$ cat src/rtl/branch_pkg.sv
// Shared types for branch resolution: opcode encoding, stage state, PC increment.
package branch_pkg;

  typedef enum logic [2:0] {
    BR_BEQ = 3'b000,
    BR_BNE = 3'b001,
    BR_BLT = 3'b010,
    BR_BGE = 3'b011,
    BR_JAL = 3'b100
  } br_op_t;

  typedef enum logic {
    ST_EMPTY = 1'b0,
    ST_FULL  = 1'b1
  } state_t;

  localparam int unsigned PC_INC = 4;

endpackage

$ cat src/rtl/branch_cond_decode.sv
// Combinational branch direction decode from comparator flags and opcode.
module branch_cond_decode
  import branch_pkg::*;
(
  input  logic [2:0] br_op,
  input  logic       Equal,
  input  logic       Z,
  input  logic       N,
  output logic       taken,
  output logic       illegal
);

  // Equal and Z are used independently; their consistency is the comparator's concern.
  always_comb begin
    taken   = 1'b0;
    illegal = 1'b0;
    case (br_op)
      BR_BEQ:  taken = Equal;
      BR_BNE:  taken = Z;
      BR_BLT:  taken = N;
      BR_BGE:  taken = !N;
      BR_JAL:  taken = 1'b1;
      default: illegal = 1'b1;
    endcase
  end

endmodule

$ cat src/rtl/branch_resolve.sv
// Single registered branch-resolve stage: direction, target/next PC, mispredict,
// valid/ready handshake with flush, and saturating branch/mispredict counters.
module branch_resolve
  import branch_pkg::*;
#(
  parameter int XLEN  = 32,
  parameter int CNT_W = 16
) (
  input  logic             clk,
  input  logic             rst_n,
  input  logic             in_valid,
  output logic             in_ready,
  input  logic             Equal,
  input  logic             Z,
  input  logic             N,
  input  logic [2:0]       br_op,
  input  logic             pred_taken,
  input  logic [XLEN-1:0]  pc,
  input  logic [XLEN-1:0]  imm,
  input  logic             flush,
  input  logic             cnt_clr,
  output logic             out_valid,
  input  logic             out_ready,
  output logic             taken,
  output logic             illegal,
  output logic [XLEN-1:0]  target,
  output logic [XLEN-1:0]  next_pc,
  output logic             mispredict,
  output logic             redirect,
  output logic [CNT_W-1:0] br_count,
  output logic [CNT_W-1:0] mp_count
);

  state_t          state;
  logic            accept, xfer;
  logic            dec_taken, dec_illegal;
  logic [XLEN-1:0] sum, seq_pc;

  branch_cond_decode u_dec (
    .br_op   (br_op),
    .Equal   (Equal),
    .Z       (Z),
    .N       (N),
    .taken   (dec_taken),
    .illegal (dec_illegal)
  );

  assign out_valid = (state == ST_FULL);
  assign in_ready  = !out_valid | out_ready;
  assign accept    = in_valid & in_ready;
  assign xfer      = out_valid & out_ready;
  assign redirect  = out_valid & mispredict;
  assign sum       = pc + imm;
  assign seq_pc    = pc + XLEN'(PC_INC);

  // Flush overrides everything, including a same-cycle accept.
  always_ff @(posedge clk or negedge rst_n) begin
    if (!rst_n) begin
      state <= ST_EMPTY;
    end else if (flush) begin
      state <= ST_EMPTY;
    end else begin
      case (state)
        ST_EMPTY: if (accept)         state <= ST_FULL;
        ST_FULL:  if (xfer && !accept) state <= ST_EMPTY;
        default:                       state <= ST_EMPTY;
      endcase
    end
  end

  always_ff @(posedge clk or negedge rst_n) begin
    if (!rst_n) begin
      taken      <= 1'b0;
      illegal    <= 1'b0;
      target     <= '0;
      next_pc    <= '0;
      mispredict <= 1'b0;
    end else if (accept && !flush) begin
      taken      <= dec_taken;
      illegal    <= dec_illegal;
      target     <= sum;
      next_pc    <= dec_taken ? sum : seq_pc;
      mispredict <= dec_taken ^ pred_taken;
    end
  end

  // A transfer that coincides with a flush was seen downstream, so it still counts.
  always_ff @(posedge clk or negedge rst_n) begin
    if (!rst_n) begin
      br_count <= '0;
      mp_count <= '0;
    end else if (cnt_clr) begin
      br_count <= '0;
      mp_count <= '0;
    end else if (xfer) begin
      if (br_count != '1)               br_count <= br_count + 1'b1;
      if (mispredict && mp_count != '1) mp_count <= mp_count + 1'b1;
    end
  end

endmodule

$ cat config.mk
export PLATFORM = sky130hd
export DESIGN_NAME = branch_resolve
export DESIGN_NICKNAME = d
export VERILOG_FILES = /design/src/rtl/branch_pkg.sv /design/src/rtl/branch_cond_decode.sv /design/src/rtl/branch_resolve.sv
export SDC_FILE = /design/constraint.sdc
export NUM_CORES = 1
export LEC_CHECK = 0
export ABC_CLOCK_PERIOD_IN_PS = 3100
export BUFFER_PORTS_ARGS = -buffer_cell sky130_fd_sc_hd__buf_2
export CAP_MARGIN = 20
export CORE_UTILIZATION = 53
export CTS_CLUSTER_DIAMETER = 150
export DETAILED_ROUTE_END_ITERATION = 6
export PLACE_DENSITY_LB_ADDON = 0.05
export SLEW_MARGIN = 20
export SYNTH_ARGS = -nofsm -noshare
export SYNTH_HDL_FRONTEND = slang
export SYNTH_SLANG_ARGS = --single-unit
$ cat constraint.sdc
create_clock -name clk -period 3.1 [get_ports clk]
set_input_delay 0.775 -clock clk [delete_from_list [all_inputs] [get_ports clk]]
set_output_delay 0.775 -clock clk [all_outputs]
set_load 0.05 [all_outputs]
Word level (Yosys, flattened, before mapping). Index checks and enable logic that the tools add are counted.

Add/sub/neg operators: 4. Multiplexer cells: 13. Equality and inequality tests: 6. Reduce and logical (&&, ||, !) cells: 14. Bitwise operators: 6.

Operators by type and width (number): 16-bit two-way mux (6); 16-bit by 1-bit adder with 16-bit output, second input constant (2); 32-bit by 3-bit adder with 32-bit output, second input constant (1); 32-bit adder (1); 32-bit two-way mux (1); 16-bit != test, second input constant (2); 3-bit by 2-bit equality test with 1-bit output, second input constant (2); 2-bit nonzero test (3); 1-bit case mux with 5 select lines (1); 5-bit OR reduction (1); 1-bit zero test (4); 1-bit two-way mux (4); 2-bit AND reduction (2); 1-bit bitwise AND (3); 3-bit by 1-bit equality test with 1-bit output, second input constant (1); 3-bit equality test, second input constant (1); 1-bit logical AND (3); 3-bit zero test (1); 1-bit case mux with 2 select lines (1); 1-bit inverter (1); 1-bit bitwise OR (1); 1-bit bitwise XOR (1).

Word-level logic and storage cells: 51. Bits in registers: 100.

Logic depth before layout (Yosys ltp). Gate-level depths: netlist (run 1).

Word-level depth: 8. Depth in mapped cells: 10.

By module. From an unflattened synthesis (run 1), not the netlist that was laid out.

Cells, all modules: 745. Area, all modules: 6548.8 sq um.

Modules (own cells, without submodules): branch_resolve (cells an instance 736, sequential area each 2502.4 sq um, area each 6498.7 sq um, times used 1); branch_cond_decode (cells an instance 9, sequential area each 0.0 sq um, area each 50.0 sq um, times used 1).

Worst setup path before layout (run 1). No wires, ideal clock.

Path kind: input -> register. Start: input port pc[0]. End: register next_pc[16]. Stages: 10. Setup slack: 128 ps. Data arrival time: 2903 ps. Cell sequence: ha_1 > fa_1 > a21oi_2 > o21ai_2 > a211oi_2 > o21bai_2 > a21o_1 > a21o_1 > or3_1 > nand3_1.

Longest elaborated chain between the ends: 2.

Ends and longest elaborated chain: start, declared (RTL line branch_resolve.sv:18) `input logic [XLEN-1:0] pc,`; 32-bit by 3-bit adder with 32-bit output or 32-bit adder (tied branches) (RTL line branch_resolve.sv:54, branch_resolve.sv:53); 32-bit two-way mux * (RTL line branch_resolve.sv:82) `next_pc <= dec_taken ? sum : seq_pc;`; end signal, assigned (RTL line branch_resolve.sv:82); end, declared (RTL line branch_resolve.sv:27) `output logic [XLEN-1:0] next_pc,`.

Mark *: on every way between the ends. The rest lies on a longest branch, timed or not. A chain may end at the register's enable or synchronous reset.

Final worst setup path (run 1).
Start: input port pc[0]. End: register next_pc[28].

Same word-level chain as after synthesis.

==> flow_summary.json, run 1 <==
{
  "synth_edf_count": 0,
  "rows": 40,
  "via_count": 6385,
  "cts_num_sinks": 100,
  "synth_area_leader_cell": "dfrtp_1",
  "root_buffer": "clkbuf_16",
  "netlist_instances": 772,
  "relSlewSlack": 0.311,
  "finalNetCount": 1067,
  "cts_tree": "done",
  "crit_chain": "buf_2 > ha_1 > fa_1 > a21oi_2 > o21ai_2 > a211oi_2 > buf_4 > o21a_1 > o211ai_1 > a2111oi_0 > o31ai_1",
  "cts.repair.resized": 0,
  "crit_path_end_kind": "flip-flop",
  "antennaDiodeCount": 0,
  "syn_avg_cell_area_um2": 8.64,
  "post_drt_wl_per_cell_um": 16.3,
  "rsz0062_at_grt": "no",
  "drtAntennaViolNets": 0,
  "fin_worst_skew_ns": 0.00458,
  "antenna_found_initial": 0,
  "hold-worst-slack_ns": 0.456,
  "synth_flop_cell": "dfrtp_1",
  "slowest_stage": "fa_1",
  "h-tree-depth": 3,
  "synthTopCellsByArea": "dfrtp_1, nand2_1, ha_1",
  "first_pass_iters": 5,
  "yosysWarnings": 0,
  "power_density_mw_per_mm2": 553,
  "outcome": "completed",
  "synth.top_cell.area_share": 0.375,
  "met1_length_um": 8920,
  "setup_viol": 0,
  "dpl-instance-area_mm2": 0.00788,
  "r2r_setup_slack_ns": 0.77,
  "grt_pass1_wl_um": 29800,
  "first_iter_violations": 676,
  "cts_setup_buffers": 0,
  "final_hold_viol_count": 0,
  "required_ns": 3.31,
  "drive_gt1_frac": 0.255,
  "crit_type": "in -> reg",
  "coreArea_mm2": 0.0122,
  "async_flop_share": 1.00,
  "crit_fanout": 5,
  "die_y_um": 114,
  "max-vdd-ir-drop_mv": 0.286,
  "fmax_mhz": 348,
  "wl_met3_um": 1140,
  "numCtsBuffers": 9,
  "synth_fp_nets": 884,
  "p_leak_nw": 3.98,
  "start_kind": "input port",
  "grt_start_max_net_pins": 71,
  "fin_crit_ns": 2.87,
  "stdcell_area_mm2": 0.00815,
  "clk_pin_slew_ns": 0.07,
  "drv_cap": 0,
  "topRoutingLayerUsed": "met4",
  "grt.total_usage": 0.289,
  "post-place-cells": 1112,
  "drc": 0,
  "power.total_mw": 4.51,
  "portBuffers": 178,
  "crit_family": "compound AO/OA/AOI/OAI gates",
  "ys_ff_latch": 100,
  "cp_data_arrival_time_ns": 3.09,
  "avgViaCountPerCell": 5.67,
  "synth_common_cells": "nand2_1, dfrtp_1, nor2_1, o21ai_0, a21oi_1",
  "netlist_area_mm2": 0.00667,
  "gp_congestion": 0.944,
  "worstMarginPinSlew_ns": 1.03,
  "grt_pass1_vias": 5838,
  "dr_wl_met2_um": 8080,
  "final_util": 0.670,
  "final_cells": 1127,
  "fin_ws_ns": 0.228,
  "tns_ns": 0,
  "synthToLayoutAreaGrowth_pct": 22.2,
  "ys_seq_area_frac": 0.375,
  "dieArea_mm2": 0.0130,
  "fin_crit_sh": 0.927,
  "clk_path_buf_depth": 2,
  "io_pins": 179,
  "slowest_delay_ns": 0.41,
  "totalWireLength_um": 18400,
  "clock_latency_ns": 0.34,
  "hp-class": "in -> async",
  "overflow": 0,
  "slew_violations": 0,
  "post-place-ws_ns": -0.0896,
  "hpwl_um": 14600,
  "synth_cell_type_count": 64,
  "initial_core_util": 0.548,
  "die_x_um": 114,
  "crit_buf_inv": 2,
  "yosysMostFrequentCell": "nand2_1",
  "ctsHoldBuffers": 0
}
## layout make-up
cell class / count / area (um^2)
clock buffers: 12 / 256
clock inverters: 3 / 21.3
fillers: 1085 / 4010
inverters: 12 / 45.0
multi-input cells: 626 / 4000
flip-flops and latches: 100 / 2500
well taps: 168 / 210
repair buffers: 206 / 1120
## registers in the layout, indices dropped and copies added, names as in the netlist
register	cells
br_count	16
illegal	1
mispredict	1
mp_count	16
next_pc	32
out_valid	1
taken	1
target	32
## where the power goes
group,leakage [nW],switching [mW],internal (mW)
Sequential,1.28,0.113,1.50
Clock,0.135,0.477,0.586
Combinational,2.56,1.33,0.500
Total,3.98,1.92,2.58
## cells in the final DEF, fill, tap and decap left out, types with 22 or more instances in the layout
cell type  netlist  final
dfrtp_1        100    100
a21o_1          24     24
ha_1            34     34
a21oi_1         49     49
nand2_1        126    126
xnor2_1         37     37
nor2_1          70     70
nand3_1         22     22
xor2_1          46     46
o21ai_0         57     57
buf_4            1     28
buf_2            5    177
## metal layers
layer,vias up,track usage
li1,3112,-
met1,3032,0.440
met2,219,0.432
met3,22,0.0381
met4,0,0.0745
met5,-,0
## worst paths after layout
check / start / endpoint / cells after the start
max in group asynchronous: rst_n / next_pc[20] / 2
hold reg to reg: target[12] / target[12] / 2
setup reg to reg: mp_count[0] / mp_count[13] / 8
min in group clk: target[12] / target[12] / 2
setup / recovery: pc[0] / next_pc[28] / 11
hold / removal: rst_n / br_count[13] / 1
## cell families (layout without fill, tap and decap cells)
logic type / count (synthesis) / in the layout / share of synthesized area
muxes: 9 / 9 / 0.0137
and+or+nand+nor: 297 / 297 / 0.204
DFF: 100 / 100 / 0.375
AOI/OAI and AO/OA: 202 / 202 / 0.203
xor gates and xnor gates: 83 / 83 / 0.109
adders and majority gates: 35 / 35 / 0.0668
buffers and inverters: 46 / 233 / 0.0285
Note: power is estimated with default switching activity, not from simulation.
==> inputs of run 2 (changes only) <==
- BUFFER_PORTS_ARGS: -buffer_cell sky130_fd_sc_hd__buf_2 -> -buffer_cell sky130_fd_sc_hd__buf_4
- CTS_BUF_LIST: default -> sky130_fd_sc_hd__clkbuf_16
==> run 2 against run 1 <==
  * Clock skew up 0.00069 ns
  * Wire length up 3.0%
  * Die area unchanged
  * Combinational power up 9%
  * Sequential share of layout area down 1.7 points
  * Non-clock buffer count down 3
  * Clock-buffer cell count down 3
  * Critical endpoint unchanged
  * Largest cell class unchanged
  * Highest routed layer unchanged
==> flow_summary.json, run 2 (synthesized netlist as in run 1, its figures left out) <==
{
  "ctsHoldBuffers": 0,
  "h-tree-depth": 3,
  "cts_tree": "done",
  "dieArea_mm2": 0.0130,
  "grt.total_usage": 0.298,
  "final_util": 0.709,
  "crit_fanout": 5,
  "final_hold_viol_count": 0,
  "avgViaCountPerCell": 5.75,
  "fin_worst_skew_ns": 0.00527,
  "slew_violations": 0,
  "synthToLayoutAreaGrowth_pct": 29.2,
  "drv_cap": 0,
  "crit_type": "in -> reg",
  "reg2reg_from": "mp_count[0]",
  "coreArea_mm2": 0.0122,
  "antennaDiodeCount": 0,
  "hp-class": "in -> async",
  "io_pins": 179,
  "required_ns": 3.31,
  "gp_congestion": 0.953,
  "via_count": 6465,
  "clock_latency_ns": 0.34,
  "grt_start_max_net_pins": 68,
  "cts_setup_buffers": 0,
  "power.total_mw": 4.72,
  "drtAntennaViolNets": 0,
  "top_regs": "next_pc: 32 flops, target: 32 flops",
  "grt_pass1_vias": 5975,
  "final_common_cell": "buf_4",
  "numCtsBuffers": 9,
  "rsz0062_at_grt": "no",
  "most-common-layout-cells": "buf_4, nand2_1, dfrtp_1, nor2_1, o21ai_0",
  "nFillCells": 948,
  "setup_viol": 0,
  "clk_pin_slew_ns": 0.07,
  "portBuffers": 178,
  "fmax_mhz": 344,
  "cts.repair.resized": 0,
  "overflow": 0,
  "max-vdd-ir-drop_mv": 0.316,
  "first_pass_iters": 5,
  "power_density_mw_per_mm2": 547,
  "fin_crit_ns": 2.91,
  "cp_data_arrival_time_ns": 3.12,
  "post_drt_wl_per_cell_um": 16.9,
  "outcome": "completed",
  "ff2ff_path_depth": 8,
  "rows": 40,
  "start_kind": "input port",
  "r2r_setup_slack_ns": 0.72,
  "crit_path_end_kind": "flip-flop",
  "grt_pass1_wl_um": 30600,
  "die_x_um": 114,
  "first_iter_violations": 620,
  "drive_gt1_frac": 0.252,
  "r2r-end": "mp_count[15]",
  "clk_path_buf_depth": 2,
  "fin_crit_sh": 0.937,
  "totalWireLength_um": 19000,
  "initial_core_util": 0.548,
  "die_y_um": 114,
  "worstMarginPinSlew_ns": 0.816,
  "p_leak_nw": 4.09,
  "relSlewSlack": 0.456,
  "tns_ns": 0,
  "antenna_found_initial": 0,
  "drc": 0,
  "hpwl_um": 14800,
  "cts_num_sinks": 100,
  "finalNetCount": 1064,
  "root_buffer": "clkbuf_16"
}
[run 2: changes by cell type in the layout (fill, tap and decap cells not counted)]
cell	change
clkbuf_1	-1
bufinv_16	+1
buf_2	-177
clkinv_2	-1
clkinv_1	+2
inv_6	+1
buf_4	+171
buf_12	+3
clkbuf_8	-2
[run 2: where the power goes]
group | internal, mW | leakage, nW | total [mW] | switching (mW)
Combinational | 0.646 | 2.67 | 1.99 | 1.34
Clock | 0.622 | 0.137 | 1.11 | 0.485
Sequential | 1.50 | 1.28 | 1.62 | 0.124
[run 2: area by class of cell]
cell class	count	area (um^2)	area share
well taps	168	210	0.0244
clock buffers	9	225	0.0261
clock inverters	6	62.6	0.00726
repair buffers	203	1570	0.183
multi-input cells	626	4000	0.464
flip-flops and latches	100	2500	0.290
inverters	12	45.0	0.00522
[run 2: critical path, cell delays in order]
cell and delay (ns):
buf_4 0.11, ha_1 0.22, fa_1 0.41, a21oi_2 0.19, o21ai_2 0.12, a211oi_2 0.18
buf_4 0.17, o21a_1 0.19, o211ai_1 0.14, a2111oi_0 0.46, o31ai_1 0.15
[run 2: stage by stage]
step,area [um^2],std cells,hold WS [ns],setup slack (ns)
floorplan,6670,772,0.479,0.128
global placement,8330,1109,0.458,-0.0324
detailed placement,8330,1109,0.466,-0.131
CTS,8620,1124,0.426,0.220
global route,8620,1124,0.452,0.0995
finish,8620,1124,0.417,0.194
[run 2: worst max path at each step]
| stage | to | slack (ns) | from | cells after the start |
|---|---|---|---|---|
| 6_report | next_pc[28] | 0.19 | pc[0] | 11 |
| 5_1_grt | next_pc[28] | 0.1 | pc[0] | 11 |
| 4_1_cts | next_pc[28] | 0.22 | pc[0] | 11 |
| 3_5_place_dp | next_pc[28] | -0.13 | pc[0] | 11 |
| 3_3_place_gp | next_pc[28] | -0.03 | pc[0] | 11 |
| 2_1_floorplan | next_pc[16] | 0.13 | pc[0] | 10 |
[run 2: layer usage]
layer	vias up	global-route usage	share of wire
li1	3097	-	-
met1	3061	0.440	0.46
met2	285	0.458	0.45
met3	22	0.0402	0.076
met4	0	0.0823	0.016
met5	-	0	0
==> inputs of run 3 (changes only) <==
- SKIP_LAST_GASP: default -> 1
- SYNTH_HIERARCHICAL: default -> 1
==> run 3 against run 2 <==
  * Combinational power is 4% higher
  * Area after synthesis decreased by 1.8%
  * Global-route usage rose by 1.1 points
  * Via count fell by 0.19%
  * Power rose by 3.9%
  * Sequential share of layout area shrank 0.89 points
  * First-iteration DRC count fell by 40%
  * Sequential power is essentially flat
  * Critical path type unchanged
  * Critical endpoint is now next_pc[30]
==> flow_summary.json, run 3 <==
{
  "synthTopCellsByArea": "dfrtp_1, ha_1, xor2_1",
  "coreArea_mm2": 0.0120,
  "grt_use_met1": 0.411,
  "gp_congestion": 0.886,
  "h-tree-depth": 3,
  "netlist_area_mm2": 0.00655,
  "synth_common_cells": "nand2_1, dfrtp_1, nor2_1, o21ai_0, xor2_1",
  "ys_seq_area_frac": 0.382,
  "relSlewSlack": 0.525,
  "synth_cell_type_count": 60,
  "io_pins": 179,
  "ys_ff_latch": 100,
  "clk_path_buf_depth": 2,
  "antenna_found_initial": 0,
  "overflow": 0,
  "power_density_mw_per_mm2": 551,
  "cp_data_arrival_time_ns": 3.23,
  "grt.total_usage": 0.309,
  "finalNetCount": 1089,
  "outcome": "completed",
  "synth_fp_nets": 857,
  "fin_worst_skew_ns": 0.00915,
  "portBuffers": 178,
  "fmax_mhz": 333,
  "drtAntennaViolNets": 0,
  "die_x_um": 113,
  "avgViaCountPerCell": 5.72,
  "fin_crit_ns": 3.00,
  "worstMarginPinSlew_ns": 0.709,
  "initial_core_util": 0.545,
  "p_leak_nw": 4.32,
  "dieArea_mm2": 0.0128,
  "hp-class": "in -> async",
  "die_y_um": 113,
  "yosysMostFrequentCell": "nand2_1",
  "syn_avg_cell_area_um2": 8.79,
  "top_regs": "next_pc: 32 flops, target: 32 flops",
  "cts_num_sinks": 100,
  "numCtsBuffers": 9,
  "drive_gt1_frac": 0.290,
  "drv_cap": 0,
  "post_drt_wl_per_cell_um": 17.1,
  "crit_path_end_kind": "flip-flop",
  "hpwl_um": 14600,
  "hold-worst-slack_ns": 0.401,
  "met3_usage": 0.0514,
  "final_common_cell": "buf_4",
  "clk_pin_slew_ns": 0.08,
  "synth_flop_cell": "dfrtp_1",
  "setup_viol": 0,
  "synthToLayoutAreaGrowth_pct": 35.8,
  "antennaDiodeCount": 0,
  "grt_start_max_net_pins": 64,
  "r2r_setup_slack_ns": 0.68,
  "ff2ff_path_depth": 8,
  "totalWireLength_um": 19300,
  "synth_area_leader_cell": "dfrtp_1",
  "synth_edf_count": 0,
  "drc": 0,
  "start_kind": "input port",
  "clock_latency_ns": 0.36,
  "most-common-layout-cells": "buf_4, nand2_1, dfrtp_1, nor2_1, o21ai_0",
  "slew_violations": 0,
  "tns_ns": 0,
  "netlist_instances": 745,
  "max-vdd-ir-drop_mv": 0.354,
  "rows": 40,
  "grt.busiest_layer": "met2",
  "grt_pass1_vias": 6333,
  "crit_type": "in -> reg",
  "reg2reg_from": "br_count[7]",
  "root_buffer": "clkbuf_16",
  "first_pass_iters": 5,
  "async_flop_share": 1.00,
  "final_hold_viol_count": 0,
  "r2r-end": "br_count[15]",
  "yosysWarnings": 6,
  "cts_tree": "done",
  "synth.top_cell.area_share": 0.382,
  "fin_crit_sh": 0.968,
  "grt_pass1_wl_um": 31200,
  "crit_fanout": 7,
  "first_iter_violations": 371,
  "via_count": 6453,
  "grt_use_met2": 0.508,
  "required_ns": 3.33
}
==> run 3: critical path: stages <==
cell and delay [ns]:
buf_4 0.11, ha_1 0.22, fa_2 0.38, a211oi_2 0.22
o21bai_2 0.12, a221oi_2 0.32, o21ai_2 0.12, a211o_4 0.40
a31oi_4 0.26, o311a_1 0.20, o211ai_1 0.10
==> run 3: through the flow <==
step,worst slack (ns),std cells,utilization,power (mW),area [um^2]
floorplan,0.0000979,745,-,2.91,6550
global placement,-0.226,1112,0.713,3.66,8560
detailed placement,-0.270,1112,0.713,3.70,8560
CTS,0.0943,1128,0.739,4.91,8880
global route,-0.00458,1129,0.740,5.10,8890
finish,0.100,1129,0.740,4.90,8890
==> run 3: layout make-up <==
class | instances | area [um^2]
Timing Repair Buffer | 249 | 1920
Multi-Input combinational cell | 606 | 3930
Tap cell | 147 | 184
Clock inverter | 7 | 92.6
Sequential cell | 100 | 2500
Fill cell | 947 | 3120
Clock buffer | 9 | 225
Inverter | 11 | 41.3
==> run 3: how the worst max path moves through the flow <==
| stage | startpoint | to | slack [ns] | cells past startpoint |
|---|---|---|---|---|
| after floorplan | pc[0] | next_pc[24] | 0.0001 | 10 |
| after global placement | pc[0] | next_pc[24] | -0.23 | 11 |
| after detailed placement | pc[0] | next_pc[30] | -0.27 | 11 |
| after CTS | pc[0] | next_pc[30] | 0.09 | 11 |
| after global routing | pc[0] | next_pc[30] | -0.005 | 11 |
| final | pc[0] | next_pc[30] | 0.10 | 11 |
==> run 3: metal layers <==
metal | part of all wire | routed length, um | vias to the layer above
li1 | - | - | 3134
met1 | 0.45 | 8630 | 3064
met2 | 0.47 | 9100 | 227
met3 | 0.057 | 1100 | 28
met4 | 0.022 | 430 | 0
met5 | 0 | 0 | -
==> run 3: logic make-up after synthesis <==
group                      after synthesis  share of synthesized area
AOI/OAI and AO/OA                      175                      0.179
DFF                                    100                      0.382
muxes                                   12                     0.0189
buffers and inverters                   39                     0.0225
xor gates and xnor gates                88                      0.118
adders and majority gates               35                     0.0680
and+or+nand+nor                        296                      0.212
==> run 3: what timing repair did <==
item | CTS | global route
endpoints found under the setup margin | 0 | 2
setup buffers | 0 | 1
gates resized for setup | 0 | 1
hold buffers | 0 | 0
==> run 3: report_power, final <==
part | internal (mW) | switching, mW | leakage, nW
clock | 0.648 | 0.560 | 0.155
sequential | 1.50 | 0.134 | 1.29
combinational | 0.712 | 1.35 | 2.88
total | 2.86 | 2.04 | 4.32
